$ cat src/rtl/scan_ctrl.sv
// HUB75 scan/timing controller: shifts one row-plane, blanks, latches, then displays it
// for a binary-weighted time (BCM). All panel-facing outputs come from registered state.
module scan_ctrl #(
    parameter int unsigned SCAN_ROWS = 8,
    parameter int unsigned BITS      = 4,
    parameter int unsigned ON_BASE   = 8,
    localparam int unsigned ROW_W    = (SCAN_ROWS > 1) ? $clog2(SCAN_ROWS) : 1,
    localparam int unsigned PLANE_W  = (BITS > 1) ? $clog2(BITS) : 1
) (
    input  logic               clk,
    input  logic               rst,
    input  logic               run_i,
    input  logic               colct_eq_max_i,
    output logic               colct_clr_o,
    output logic               colct_enb_o,
    output logic [PLANE_W-1:0] plane_o,
    output logic [ROW_W-1:0]   row_o,
    output logic               sclk_o,
    output logic               lat_o,
    output logic               oe_n_o,
    output logic [ROW_W-1:0]   row_addr_o,
    output logic               frame_done_o,
    output logic               busy_o
);

    // Wide enough to hold the longest on-time, ON_BASE << (BITS-1).
    localparam int unsigned CNT_W = $clog2((ON_BASE << (BITS - 1)) + 1);

    typedef enum logic [2:0] {
        StIdle,
        StShiftLo,
        StShiftHi,
        StBlank,
        StLatch,
        StDisplay
    } state_e;

    state_e             state_q, state_d;
    logic [PLANE_W-1:0] plane_q, plane_d;
    logic [ROW_W-1:0]   row_q, row_d;
    logic [ROW_W-1:0]   row_addr_q, row_addr_d;
    logic [CNT_W-1:0]   cnt_q, cnt_d;
    logic               frame_done_q, frame_done_d;
    logic               last_plane;
    logic               last_row;

    assign last_plane = (plane_q == PLANE_W'(BITS - 1));
    assign last_row   = (row_q == ROW_W'(SCAN_ROWS - 1));

    always_ff @(posedge clk) begin
        if (rst) begin
            state_q      <= StIdle;
            plane_q      <= '0;
            row_q        <= '0;
            row_addr_q   <= '0;
            cnt_q        <= '0;
            frame_done_q <= 1'b0;
        end else begin
            state_q      <= state_d;
            plane_q      <= plane_d;
            row_q        <= row_d;
            row_addr_q   <= row_addr_d;
            cnt_q        <= cnt_d;
            frame_done_q <= frame_done_d;
        end
    end

    always_comb begin
        state_d      = state_q;
        plane_d      = plane_q;
        row_d        = row_q;
        row_addr_d   = row_addr_q;
        cnt_d        = cnt_q;
        frame_done_d = 1'b0;

        unique case (state_q)
            StIdle: begin
                if (run_i) begin
                    state_d = StShiftLo;
                end
            end
            StShiftLo: begin
                state_d = StShiftHi;
            end
            StShiftHi: begin
                state_d = colct_eq_max_i ? StBlank : StShiftLo;
            end
            StBlank: begin
                state_d = StLatch;
            end
            StLatch: begin
                row_addr_d = row_q;
                cnt_d      = CNT_W'((ON_BASE << plane_q) - 1);
                state_d    = StDisplay;
            end
            StDisplay: begin
                if (cnt_q == '0) begin
                    state_d = StShiftLo;
                    if (!last_plane) begin
                        plane_d = plane_q + PLANE_W'(1);
                    end else begin
                        plane_d = '0;
                        if (!last_row) begin
                            row_d = row_q + ROW_W'(1);
                        end else begin
                            // Frame wrap: the only point besides idle where run is honoured.
                            row_d        = '0;
                            frame_done_d = 1'b1;
                            if (!run_i) begin
                                state_d = StIdle;
                            end
                        end
                    end
                end else begin
                    cnt_d = cnt_q - CNT_W'(1);
                end
            end
            default: begin
                state_d = StIdle;
            end
        endcase
    end

    always_comb begin
        sclk_o       = (state_q == StShiftHi);
        lat_o        = (state_q == StLatch);
        oe_n_o       = (state_q != StDisplay);
        busy_o       = (state_q != StIdle);
        colct_enb_o  = (state_q == StShiftHi);
        // Clear on the last column shift; the counter gives clear priority over enable.
        colct_clr_o  = (state_q == StIdle) || ((state_q == StShiftHi) && colct_eq_max_i);
        plane_o      = plane_q;
        row_o        = row_q;
        row_addr_o   = row_addr_q;
        frame_done_o = frame_done_q;
    end

endmodule

$ cat config.mk
export PLATFORM = sky130hd
export DESIGN_NAME = scan_ctrl
export DESIGN_NICKNAME = d
export VERILOG_FILES = /design/src/rtl/scan_ctrl.sv
export SDC_FILE = /design/constraint.sdc
export NUM_CORES = 1
export LEC_CHECK = 0
export ABC_AREA = 1
export CAP_MARGIN = 20
export CORE_MARGIN = 5
export CORE_UTILIZATION = 40
export DETAILED_ROUTE_END_ITERATION = 6
export PLACE_DENSITY_LB_ADDON = 0.05
export SETUP_SLACK_MARGIN = 0.4
export SLEW_MARGIN = 20
export SYNTH_ARGS = -nofsm -noshare
export SYNTH_HDL_FRONTEND = slang
export SYNTH_SLANG_ARGS = --single-unit
export TNS_END_PERCENT = 50
$ cat constraint.sdc
create_clock -name clk -period 2.9 [get_ports clk]
set_input_delay 0.58 -clock clk [delete_from_list [all_inputs] [get_ports clk]]
set_output_delay 0.58 -clock clk [all_outputs]
set_load 0.01 [all_outputs]
# After elaboration in Yosys (flattened, before gate mapping)
# Index checks and enable logic that the tools add are counted.
# totals
regBits,19
elab_cells,48
input_bits,4
output_inout_bits,15
# classes
n_addsub,4
shift,1
n_eq_ne,11
reduce_logical,11
bitwise_logic,3
mux,12
# ops
operator,n
$pmux W3 S6,1
$pmux W7 S2,1
$sub A7 B1 Y7 const B,2
$eq A3 B3 Y1 const B,3
$mux W3,3
$logic_not A7 Y1,1
$mux W7,1
$shl A4 B2 Y7 const A,1
$eq A3 B2 Y1 const B,2
$ne A2 B2 Y1 const B,3
$reduce_and A2 Y1,3
$mux W1,4
$mux W2,2
$reduce_or A4 Y1,1
$add A3 B1 Y3 const B,1
$eq A3 B1 Y1 const B,1
$logic_not A3 Y1,1
$ne A3 B3 Y1 const B,1
$not A1 Y1,3
$reduce_and A3 Y1,1
$reduce_bool A3 Y1,1
$add A2 B1 Y2 const B,1
$eq A2 B2 Y1 const B,1
$reduce_bool A2 Y1,1
2 further kinds,2

# Depth between registers and ports, before layout
# depth
ltp_word,5
ltp_mapped,12
mapped_depth_nobuf,12

# Worst setup path before layout
# OpenSTA, ideal clock, no wires.
# synth_path
path_type,register to output
from,register state_q[2]
to,output port colct_clr_o
path_buffers,1
required_ps,2320
t_arrival_ps,899
stages_incl_launch_ff,7
path_slack_ps,1421
path_cell_list,dfxtp_1 -> buf_4 -> inv_1 -> nand3_1 -> inv_1 -> nand2_1 -> nand2_1
# synth_between
elab_chain_len,3
word_cells_on_any_way,4
classes_between,1 x eq/ne; 3 x reduce/logical
# synth_lines
element,line,text
"start, declared",38,"state_e state_q, state_d;"
"start signal, assigned",52,state_q <= StIdle;
"start signal, assigned",59,state_q <= state_d;
$eq A3 B2 Y1,n/a,
net colct_enb_o,15,"output logic colct_enb_o,"
$logic_and A1 B1 Y1,131,colct_clr_o = (state_q == StIdle) || ((state_q == StShiftHi) && colct_eq_max_i);
$logic_or A1 B1 Y1,131,
"end, declared",14,"output logic colct_clr_o,"
# The timed path passes the listed nets, and every way through them passes these cells.

# Final worst setup path
# layout_path
from,register state_q[0]
to,output port lat_o
# layout_between
elab_chain_len,1
# layout_lines
element,line,text
$eq A3 B3 Y1,126,lat_o = (state_q == StLatch);
"end, declared",19,"output logic lat_o,"
# No other way between the ends.

==> results.ini <==
[status]
status = finished clean

[synth]
ys_warn_count = 0
synth.top_cell.area_share_pct = 33.9
synth_area_sq_um = 1120
yosysUniqueCellTypes = 25
ys_seq_elements = 19
synthesis.nets = 168
yosysTopAreaCell = dfxtp_1
synth_seq_area_share_pct = 33.9
ys_top_cells_by_area = dfxtp_1 (34%), inv_1 (8.4%), nand2_1 (8.0%), ha_1 (7.8%), nor2_1 (6.3%)
syn_area_per_cell_sq_um = 7.16
syn_inst = 157

[floorplanning]
fp.coreArea_sq_um = 2730
num_rows = 19
dieArea_sq_um = 3970
die_y_um = 63
die_w_um = 63
io_pins = 19
start_util_pct = 41.1

[pwr]
peakVddDrop_uv = 280
cellPowerDensity_nw_per_um2 = 392
p_leak_uw = 0.000594
power_uw = 520

[final_layout]
nNetsFinal = 186
num_antenna_cells = 0
drive_gt1_share_pct = 10.9
synthToLayoutAreaGrowth_pct = 18.2
fin_util_pct = 48.6
fillers = 296

[hold_path]
hold_path_class = reg2reg
holdPathStages = 2

[sta]
timing.final.crit_share_pct = 79.9
setup_violations = 0
rsz0062_at_grt = false
fin_crit_ns = 2.32
hold_viol_final = 0
finalSetupTns_ns = 0
slew_violations = 0
relSlewSlack_pct = 68.8
setup_slack_ns = 0.584
fin_skew_ns = 0.00751
tightest_slew_ns = 0.468
fmaxAchievable_mhz = 432

[global_routing]
grt_first_pass_wirelength_um = 4130
antenna_found_initial = 0
grt.overflow.total = 0
grt_pass1_vias = 939
grt_max_degree = 16
grtUsageTotal_pct = 12.6

[clock_network]
holdBufCountCts = 0
cts_tree = done
cts_resized = 0
clock_latency_ns = 0.30
htreeDepth = 1
post_cts_buffers = 0
cts_made_buffers = 3
root_buffer = clkbuf_4
numClockSinks = 19
cts_max_path_buffers = 2
clkTransAtPathRegs_ns = 0.10

[setup_path]
cp.arrival_ns = 1.74
endpoint_kind = primary output
critPathKind = reg2out
critPathRequiredTime_ns = 2.32
setup.worst_path.start_class = flop
rr_worst_depth = 12
path_cells = nor2_1, nand2_1, inv_1, clkdlybuf4s50_1
crit_fanout = 8
cpMaxStageDelayCell = clkdlybuf4s50_1
critPathMaxStageDelay_ns = 0.56

[route]
drc_errors = 0
dr.pass1.iters = 4
vias_per_cell = 4.80
postRouteAntennaNets = 0
wl_um = 2350
wire_per_inst_um = 11.5
drtIter0Drc = 32
vias = 983

[placement]
gp_congestion = 0.842
place_ws_ns = 0.637
post-dp-hpwl_um = 1840
port_buffers = 18

[flow_run]
max_cap_viol_count = 0

[flip-flops by register name (all words and copies together), names as in the netlist]
signal and count:
cnt_q 7, row_o 3, plane_o 2, row_addr_o 3, state_q 3, frame_done_o 1
[cells in the final DEF (no fill, tap or decap)]
| master | count |
|---|---|
| nand3_4 | 1 |
| nand3_2 | 1 |
| clkinv_4 | 1 |
| a21oi_2 | 1 |
| o22ai_1 | 1 |
| nand2_1 | 24 |
| inv_2 | 1 |
| clkbuf_4 | 3 |
| nand3_1 | 9 |
| a21oi_1 | 11 |
| nand4_1 | 4 |
| clkinv_1 | 1 |
| ha_1 | 7 |
| o21ai_4 | 1 |
| clkbuf_1 | 1 |
| inv_4 | 1 |
| nor2_2 | 2 |
| o21ai_0 | 10 |
| dfxtp_1 | 19 |
| o211ai_2 | 1 |
| nand2_2 | 5 |
| inv_1 | 25 |
| nor3_4 | 1 |
| o21ai_1 | 6 |
| nor2_1 | 19 |
| clkdlybuf4s50_1 | 18 |
[synthesized netlist by cell type]
library cell   n
nand2_1       24
nand3_1        9
ha_1           7
a21oi_1       11
nand4_1        4
a21oi_2        1
nand2_2        5
clkinv_4       1
clkinv_1       1
inv_2          1
nor2_1        19
o21ai_1        6
o21ai_4        1
nand3_2        1
inv_1         25
inv_4          1
o21ai_0       10
buf_4          4
o22ai_1        1
buf_6          1
nor3_4         1
dfxtp_1       19
o211ai_2       1
nor2_2         2
nand3_4        1
[routing by layer]
layer / part of all wire (%) / track usage (%) / vias up
met3: 4.2 / 3.42 / 4
li1: - / - / 533
met5: 0 / 0 / -
met2: 45 / 19.1 / 16
met4: 1.3 / 4.77 / 0
met1: 49 / 17.0 / 430
[cell type report]
cell class	instances	area [sq um]	area share [%]
Multi-Input combinational cell	104	586	44.1
Tap cell	31	38.8	2.92
Timing Repair Buffer	18	180	13.6
Sequential cell	19	380	28.7
Inverter	29	116	8.77
Clock buffer	4	26.3	1.98
[final timing paths]
| check | from | to | slack [ns] |
|---|---|---|---|
| setup reg to reg | state_q[1]$_SDFFE_PP0P_ | cnt_q[6]$_SDFFE_PP0P_ | 1.20 |
| hold / removal | row_addr_o[2]$_SDFFE_PP0P_ | row_addr_o[2]$_SDFFE_PP0P_ | 0.50 |
| setup / recovery | state_q[0]$_SDFFE_PP0P_ | lat_o | 0.58 |
| hold reg to reg | row_addr_o[2]$_SDFFE_PP0P_ | row_addr_o[2]$_SDFFE_PP0P_ | 0.50 |
[per-stage QoR]
step	area, sq um	hold WS (ns)	instances
finish	1330	0.500	205
global route	1330	0.524	205
CTS	1330	0.500	205
global placement	1300	0.469	201
floorplan	1120	0.451	157
detailed placement	1300	0.483	201
[critical path: cells and delay by family, from the launching register on]
| kind | cells | cell delay, ns |
|---|---|---|
| and+or+nand+nor | 2 | 0.33 |
| buffers and inverters | 2 | 0.72 |
| DFF | 1 | 0.41 |
[cell families after synthesis]
| group | after synthesis | share of synthesized area, % |
|---|---|---|
| AOI/OAI and AO/OA | 31 | 15.9 |
| adders and majority gates | 7 | 7.79 |
| buffers and inverters | 34 | 14.0 |
| DFF | 19 | 33.9 |
| and+or+nand+nor | 66 | 28.4 |
[power by group]
group	switching (uW)	internal, uW	total, uW	leakage, uW
Clock	81.3	53.5	135	0.0000150
Sequential	13.6	272	286	0.000154
Combinational	55.7	43.7	99.4	0.000426
Total	151	369	520	0.000594
Note: power is estimated with default switching activity, not from simulation.
